File: config.mk
export PLATFORM = sky130hd
export DESIGN_NAME = mod_counter_chain_flat
export DESIGN_NICKNAME = d
export VERILOG_FILES = /design/src/rtl/mod_counter_chain_if.sv /design/src/rtl/mod_counter_chain.sv /design/src/flat_wrapper.sv
export SDC_FILE = /design/constraint.sdc
export NUM_CORES = 1
export LEC_CHECK = 0
export BUFFER_PORTS_ARGS = -buffer_cell sky130_fd_sc_hd__buf_2
export CAP_MARGIN = 20
export CELL_PAD_IN_SITES_DETAIL_PLACEMENT = 0
export CELL_PAD_IN_SITES_GLOBAL_PLACEMENT = 1
export CORE_UTILIZATION = 36
export CTS_BUF_LIST = sky130_fd_sc_hd__clkbuf_4
export DETAILED_ROUTE_END_ITERATION = 7
export PLACE_DENSITY = 0.78
export REMOVE_ABC_BUFFERS = 1
export SETUP_SLACK_MARGIN = 0.02
export SLEW_MARGIN = 20
export SYNTH_ARGS = -nofsm -noshare
export SYNTH_HDL_FRONTEND = slang
export SYNTH_SLANG_ARGS = --single-unit
File: constraint.sdc
create_clock -name clk -period 2.3 [get_ports clk]
set_clock_uncertainty 0.2 [all_clocks]
set_input_delay 0.46 -clock clk [delete_from_list [all_inputs] [get_ports clk]]
set_output_delay 0.46 -clock clk [all_outputs]
set_load 0.03 [all_outputs]
File: src/rtl/mod_counter_chain_if.sv
`default_nettype none
// ============================================================================
//  Module      : mod_counter_chain_if
//  Description : Control/status bundle for the modulo counter chain. The
//                master side drives the count controls and preset; the slave
//                side (the counter) returns the count, chain carry and
//                sticky wrap flag.
//  Revision    : 1.0 - initial release
// ============================================================================
interface mod_counter_chain_if #(
    parameter int DIGITS = 4,
    parameter int DW     = 4
);
    logic                   en;
    logic                   up_dn;
    logic                   clr;
    logic                   load;
    logic [DIGITS*DW-1:0]   load_val;
    logic [DIGITS*DW-1:0]   cnt;
    logic                   cout;
    logic                   ovf;

    modport master (
        output en, up_dn, clr, load, load_val,
        input  cnt, cout, ovf
    );

    modport slave (
        input  en, up_dn, clr, load, load_val,
        output cnt, cout, ovf
    );
endinterface
`default_nettype wire

File: src/rtl/mod_counter_chain.sv
`default_nettype none
// ============================================================================
//  Module      : mod_counter_chain
//  Description : Cascade of DIGITS modulo-RADIX digits counting up or down,
//                with clear > load > enable priority, combinational chain
//                carry/borrow (cout) and a sticky wrap flag (ovf).
//                Optional macro MODCNT_SATURATE_EN: a full-chain wrap is
//                suppressed and the count holds at the terminal value
//                (ovf still sets, cout still reports terminal).
//  Revision    : 1.0 - initial release
// ============================================================================
module mod_counter_chain #(
    parameter int DIGITS = 4,
    parameter int RADIX  = 10,
    parameter int DW     = 4
) (
    input  wire logic           clk,
    input  wire logic           rstn,
    mod_counter_chain_if.slave  bus
);
    localparam logic [DW-1:0] c_MAX     = DW'(RADIX - 1);
    localparam logic [DW:0]   c_RADIX_W = (DW+1)'(RADIX);

    logic [DIGITS*DW-1:0] cnt_q;
    logic [DIGITS*DW-1:0] cnt_d;
    logic                 ovf_q;
    logic                 ovf_d;

    logic [DIGITS*DW-1:0] w_step_val;
    logic [DIGITS*DW-1:0] w_load_san;
    logic                 w_all_max;
    logic                 w_all_zero;
    logic                 w_term;
    logic [DW-1:0]        w_dig;
    logic [DW-1:0]        w_fld;

    // Per-digit step and load sanitising; a digit steps only when every lower digit sits at its wrap point
    always_comb begin
        w_step_val = cnt_q;
        w_load_san = '0;
        w_all_max  = 1'b1;
        w_all_zero = 1'b1;
        w_dig      = '0;
        w_fld      = '0;
        for (int i = 0; i < DIGITS; i++) begin
            w_dig = cnt_q[i*DW +: DW];
            w_fld = bus.load_val[i*DW +: DW];
            if (bus.up_dn && w_all_max) begin
                w_step_val[i*DW +: DW] = (w_dig == c_MAX) ? '0 : w_dig + DW'(1);
            end
            if (!bus.up_dn && w_all_zero) begin
                w_step_val[i*DW +: DW] = (w_dig == '0) ? c_MAX : w_dig - DW'(1);
            end
            w_load_san[i*DW +: DW] = ({1'b0, w_fld} < c_RADIX_W) ? w_fld : '0;
            w_all_max  = w_all_max  & (w_dig == c_MAX);
            w_all_zero = w_all_zero & (w_dig == '0);
        end
    end

    // Terminal state depends on the current direction only; no direction is stored
    assign w_term   = bus.up_dn ? w_all_max : w_all_zero;
    assign bus.cout = bus.en & w_term & ~bus.clr & ~bus.load;

    // Next-state selection with clr > load > en priority
    always_comb begin
        cnt_d = cnt_q;
        ovf_d = ovf_q;
        if (bus.clr) begin
            cnt_d = '0;
            ovf_d = 1'b0;
        end else if (bus.load) begin
            cnt_d = w_load_san;
        end else if (bus.en) begin
            if (w_term) begin
                ovf_d = 1'b1;
            end
`ifdef MODCNT_SATURATE_EN
            // A full-chain wrap is suppressed, so lower digits also hold
            if (!w_term) begin
                cnt_d = w_step_val;
            end
`else
            cnt_d = w_step_val;
`endif
        end
    end

    // State registers; reset clears count and flag immediately
    always_ff @(posedge clk or negedge rstn) begin
        if (!rstn) begin
            cnt_q <= '0;
            ovf_q <= 1'b0;
        end else begin
            cnt_q <= cnt_d;
            ovf_q <= ovf_d;
        end
    end

    assign bus.cnt = cnt_q;
    assign bus.ovf = ovf_q;
endmodule
`default_nettype wire

File: src/flat_wrapper.sv
// flat-port wrapper written by rule: the top's interface ports become plain ports
module mod_counter_chain_flat 
#(
    parameter int DIGITS = 4,
    parameter int RADIX  = 10,
    parameter int DW     = 4
)
  (clk, rstn, bus_en, bus_up_dn, bus_clr, bus_load, bus_load_val, bus_cnt, bus_cout, bus_ovf);
  mod_counter_chain_if #(.DIGITS(DIGITS), .DW(DW)) bus_i ();
  input  wire logic clk;
  input  wire logic rstn;
  input wire logic [$bits(bus_i.en)-1:0] bus_en;
  input wire logic [$bits(bus_i.up_dn)-1:0] bus_up_dn;
  input wire logic [$bits(bus_i.clr)-1:0] bus_clr;
  input wire logic [$bits(bus_i.load)-1:0] bus_load;
  input wire logic [$bits(bus_i.load_val)-1:0] bus_load_val;
  output wire logic [$bits(bus_i.cnt)-1:0] bus_cnt;
  output wire logic [$bits(bus_i.cout)-1:0] bus_cout;
  output wire logic [$bits(bus_i.ovf)-1:0] bus_ovf;
  assign bus_i.en = bus_en;
  assign bus_i.up_dn = bus_up_dn;
  assign bus_i.clr = bus_clr;
  assign bus_i.load = bus_load;
  assign bus_i.load_val = bus_load_val;
  assign bus_cnt = bus_i.cnt;
  assign bus_cout = bus_i.cout;
  assign bus_ovf = bus_i.ovf;
  mod_counter_chain #(.DIGITS(DIGITS), .RADIX(RADIX), .DW(DW)) u_core (.clk(clk), .rstn(rstn), .bus(bus_i));
endmodule
Word level (Yosys, flattened, before mapping)
Cells that the tools add are included.

storage, ports and cells
  flip-flop bits (word level) = 17
  input bits = 22
  output and inout bits = 18
  word-level logic and storage cells = 81

cells by class
  $add $sub $neg = 8
  $lt $le $gt $ge = 4
  equality and inequality tests = 5
  mux-type cells = 27
  bitwise gates (word level) = 11
  reductions and logical operators = 21

operators with widths
  kind                                               count
  2-to-1 mux 4 bit                                   19
  2-to-1 mux 16 bit                                  3
  adder 4 x 1 -> 4 bit, second input constant        4
  equality test 4 bit, second input constant         4
  logical NOT 4 bit                                  4
  less-than comparator 4 bit, second input constant  4
  subtractor 4 x 1 -> 4 bit, second input constant   4
  nonzero test 4 bit                                 3
  AND 1 bit                                          9
  logical AND 1 bit                                  6
  AND reduction 2 bit                                3
  2-to-1 mux 1 bit                                   5
  nonzero test 2 bit                                 2
  AND reduction 3 bit                                1
  nonzero test 3 bit                                 1
  != test 2 bit, second input constant               1
  inverter 1 bit                                     2
  logical NOT 1 bit                                  1

Logic depth before layout (Yosys ltp)
  depth after elaboration = 9
  gate-level depth with buffers = 8
  gate-level depth less buffers = 7

Worst setup path after synthesis
OpenSTA, ideal clock, no wires.

  kind = register to output
  start = register u_core.cnt_q[5], in the netlist u_core.bus.cnt[5]
  end = output bus_cout
  arrival time = 2.329 ns
  required time = 1.640 ns
  setup slack = -0.689 ns
  cell stages (with the launch flop) = 8
  path buffers = 1
  cell sequence = dfrtp_1 -> inv_1 -> ha_1 -> or3b_2 -> buf_2 -> nor4_4 -> a32oi_1 -> nor2_1

between the ends
  cells in the longest elaborated chain, start to end = 8
  elaborated cells between the ends (all ways) = 12
  those cells by class = 1 x eq/ne; 1 x mux; 9 x bitwise; 1 x reduce/logical

RTL lines
  item                                                             line                                              source
  from (decl)                                                      mod_counter_chain.sv:24                           logic [DIGITS*DW-1:0] cnt_q;
  from (signal assigned)                                           mod_counter_chain.sv:94                           cnt_q <= cnt_d;
  equality test 4 bit / logical NOT 4 bit (equally long branches)  mod_counter_chain.sv:55, mod_counter_chain.sv:56
  AND 1 bit, on equally long branches (3 in series)                mod_counter_chain.sv:55, mod_counter_chain.sv:56
  2-to-1 mux 1 bit *                                               mod_counter_chain.sv:61                           assign w_term = bus.up_dn ? w_all_max : w_all_zero;
  AND 1 bit * (3 in series)                                        mod_counter_chain.sv:62                           assign bus.cout = bus.en & w_term & ~bus.clr & ~bus.load;
  to (decl)                                                        flat_wrapper.sv:18                                output wire logic [$bits(bus_i.cout)-1:0] bus_cout;

Every way passes the cells marked *; elsewhere a longest branch is shown, timed or not.

Worst setup path after layout
  start = register u_core.cnt_q[8], in the netlist u_core.bus.cnt[8]
  end = output bus_cout

between the ends
  cells in the longest elaborated chain, start to end = 7
  elaborated cells between the ends (all ways) = 10
  those cells by class = 1 x eq/ne; 1 x mux; 7 x bitwise; 1 x reduce/logical

RTL lines
  item                                                             line
  equality test 4 bit / logical NOT 4 bit (equally long branches)  mod_counter_chain.sv:55, mod_counter_chain.sv:56
  AND 1 bit, on equally long branches (2 in series)                mod_counter_chain.sv:55, mod_counter_chain.sv:56
  2-to-1 mux 1 bit *                                               mod_counter_chain.sv:61
  AND 1 bit * (3 in series)                                        mod_counter_chain.sv:62

Marked as above.

==> impl_metrics.toml <==
[floorplan]
start_util_pct = 38.5
die-area_um2 = 5060
placementRows = 24
ios = 40
die-width_um = 71.2
fp.coreArea_um2 = 4470
chipHeight_um = 71.2

[critical_path]
max_stage_delay_ps = 410
worstSetupPathType = "flip-flop to output port"
crit_fanout = 2
slowest_stage = "dfrtp_1"
end_kind = "output port"
critPathLaunchType = "flip-flop"
cp.required_ps = 1640
cp_cell_sequence = "inv_2 -> ha_4 -> or3b_4 -> nor4_4 -> a32oi_1 -> nor2_1 -> buf_4"
crit_arrival_ps = 2010

[clock_network]
htree_levels = 1
clkTransAtPathRegs_ps = 110
clock-sinks = 17
clockBufferDepth = 2
cts-root-buf = "clkbuf_4"
cts_buffers = 3
worstSkewPairLatency_ps = 300
tritoncts = "yes"

[final_layout]
fin_util_pct = 55.6
final_layout_size_suffix_gt1_share_pct = 38.6
n_fill_cell = 424
multi_input_area_um2 = 1290
most-common-layout-cells = "buf_4, buf_2, nor2_1, nand2_1"
regArea_um2 = 425
final_common_cell = "buf_4"
diodes = 0
final_area_um2 = 2490
fin_nets = 345
area_delta_synth_final_pct = 44.6

[yosys]
synth_edf_count = 0
synth_top_area_cell = "dfrtp_1"
yosys_register_bits = 17
yosys_warnings = 0
synth_top_area_share_pct = 24.7
synth_cell_types = 53
synth_ff_type = "dfrtp_1"
netlist_area_um2 = 1720
synth_seq_area_share_pct = 24.7
async_flop_share_pct = 100
syn_area_per_cell_um2 = 7.69
synth_area_leaders = "dfrtp_1, ha_1, o21ai_0"
synthCells = 224

[sta]
min_period_ps = 2670
holdWs_ps = 207
setup_ws_ps = -371
drv_slew = 0
post-route-period-util_pct = 116
finalSetupViolCount = 4
max_freq_mhz = 374
hold_viol_final = 0
rsz0062_at_grt = "true"
relSlewSlack_pct = 72.4
tightest_slew_ps = 414

[global_routing]
grt_remaining_overflow = 0
grt_max_degree = 18
grt_usage_pct = 22.2
grt_pass1_vias = 1847
grt_pass1_wl_um = 8940
antenna_found_initial = 0

[outcome]
outcome = "finished with violations"
violations = "DRC, setup timing"

[pwr]
p_switching_mw = 0.442
p_leak_nw = 1.16
power_frac_comb_pct = 52.9
irDropWorstVdd_v = 0.000239
p_int_mw = 0.670
totalPowerFinal_mw = 1.11
swShare_pct = 39.8
pwr-share-seq_pct = 30.8
p_per_area_nw_per_um2 = 447
p_clk_share_pct = 16.3

[placed_design]
portBuffers = 39
place_ws_ps = -131
gp_congestion = 0.820
hpwlAfterDp_um = 3980
place_area_um2 = 2280

[hold_path]
min_path_type = "input port to flip-flop"

[route]
viasPerCell = 5.57
drtAntennaViolNets = 0
wl_per_cell_um = 14.8
num_vias = 2021
route.detailed.drc = 4
initialDrtViolationCount = 162
routed_wl_um = 5370
first_pass_iters = 8

[flow_run]
max_cap_viol_count = 0
-- cell families (layout without fill, tap and decap cells) --
| logic type | after synthesis | after routing | synth area share, % |
|---|---|---|---|
| buffers and inverters | 25 | 112 | 5.52 |
| AO/OA/AOI/OAI | 75 | 75 | 29.0 |
| multiplexers | 8 | 8 | 4.72 |
| XOR/XNOR | 2 | 2 | 1.02 |
| AND/OR/NAND/NOR | 86 | 86 | 27.0 |
| flip-flops | 17 | 17 | 24.7 |
| adder cells (fa/ha/maj) | 11 | 11 | 7.99 |
-- synthesized netlist by cell type, types with 2 or more instances --
cell       count
o22ai_1        2
nor2_1        22
nand2_1       18
o221ai_1       2
a22oi_1        4
nand3b_1       2
a32oi_1        2
nor4_1         2
mux2i_1        7
a22o_1         2
a311oi_1       2
and3_1         4
a31oi_1        3
or2_2          2
a211oi_1       3
a2111oi_0      2
o211ai_1       4
nor3_1         3
ha_1          11
o21ai_0       18
nor2b_1        4
dfrtp_1       17
xnor2_1        2
a21oi_1       15
a21o_1         2
nand3_1       13
clkbuf_1      10
nand4_1        2
o311ai_0       2
nand2b_1       3
inv_1         14
o31ai_1        4
-- cell type report --
cell class | count | area share [%]
sequential | 17 | 17.1
inverter | 14 | 2.11
clock buffer | 4 | 1.21
tap | 52 | 2.61
multi-input combinational | 182 | 51.8
timing repair buffer | 94 | 25.2
-- sequential cells by signal (all words and copies together) (netlist names) --
register and count:
u_core.bus.cnt 16, u_core.bus.ovf 1
-- worst paths after layout --
path / startpoint / slack [ps] / end / depth (start not counted)
worst min register to register: u_core.bus.cnt[12]$_DFFE_PN0P_ / 390 / u_core.bus.cnt[12]$_DFFE_PN0P_ / 2
min in group asynchronous: rstn / 410 / u_core.bus.cnt[7]$_DFFE_PN0P_ / 2
max in group asynchronous: rstn / 1200 / u_core.bus.cnt[4]$_DFFE_PN0P_ / 2
worst min-delay path: bus_load_val[2] / 210 / u_core.bus.cnt[2]$_DFFE_PN0P_ / 3
worst max-delay path: u_core.bus.cnt[8]$_DFFE_PN0P_ / -370 / bus_cout / 7
worst max register to register: u_core.bus.cnt[8]$_DFFE_PN0P_ / -60 / u_core.bus.cnt[15]$_DFFE_PN0P_ / 9
-- power groups by stage --
stage	Clock, mW	Sequential, mW	Combinational, mW
6_report	0.182	0.343	0.588
5_1_grt	0.197	0.347	0.643
4_1_cts	0.186	0.342	0.554
3_5_place_dp	0	0.347	0.523
3_3_place_gp	0	0.346	0.520
2_1_floorplan	0	0.420	0.216
-- repair_timing --
action                                  CTS  global route
endpoints found under the hold margin    17             0
pin swaps                                 7             5
endpoints found under the setup margin    8             9
gates resized for setup                  14            14
hold buffers                              1             0
setup buffers                             6             5
-- per-layer routing --
metal,vias to the layer above,share of wire (%),GRT usage (%)
met5,-,0,0
met4,0,0.56,3.78
met3,2,6.3,3.70
met2,75,45,35.2
met1,935,48,32.1
li1,1009,-,-
-- stage by stage --
stage                     instances  setup TNS, ps
final                           363           -437
after floorplan                 213          -2440
after CTS                       360           -362
after detailed placement        349           -653
after global placement          349           -454
after global routing            363          -1120
-- worst max-delay path: cells and delay by family (launching register included) --
| family | cells | cell delay (ps) |
|---|---|---|
| compound gates | 1 | 110 |
| fa+ha+maj | 1 | 130 |
| buf+inv | 2 | 260 |
| flops | 1 | 410 |
| simple gates | 3 | 810 |
Power figures use the tool's default switching activity.
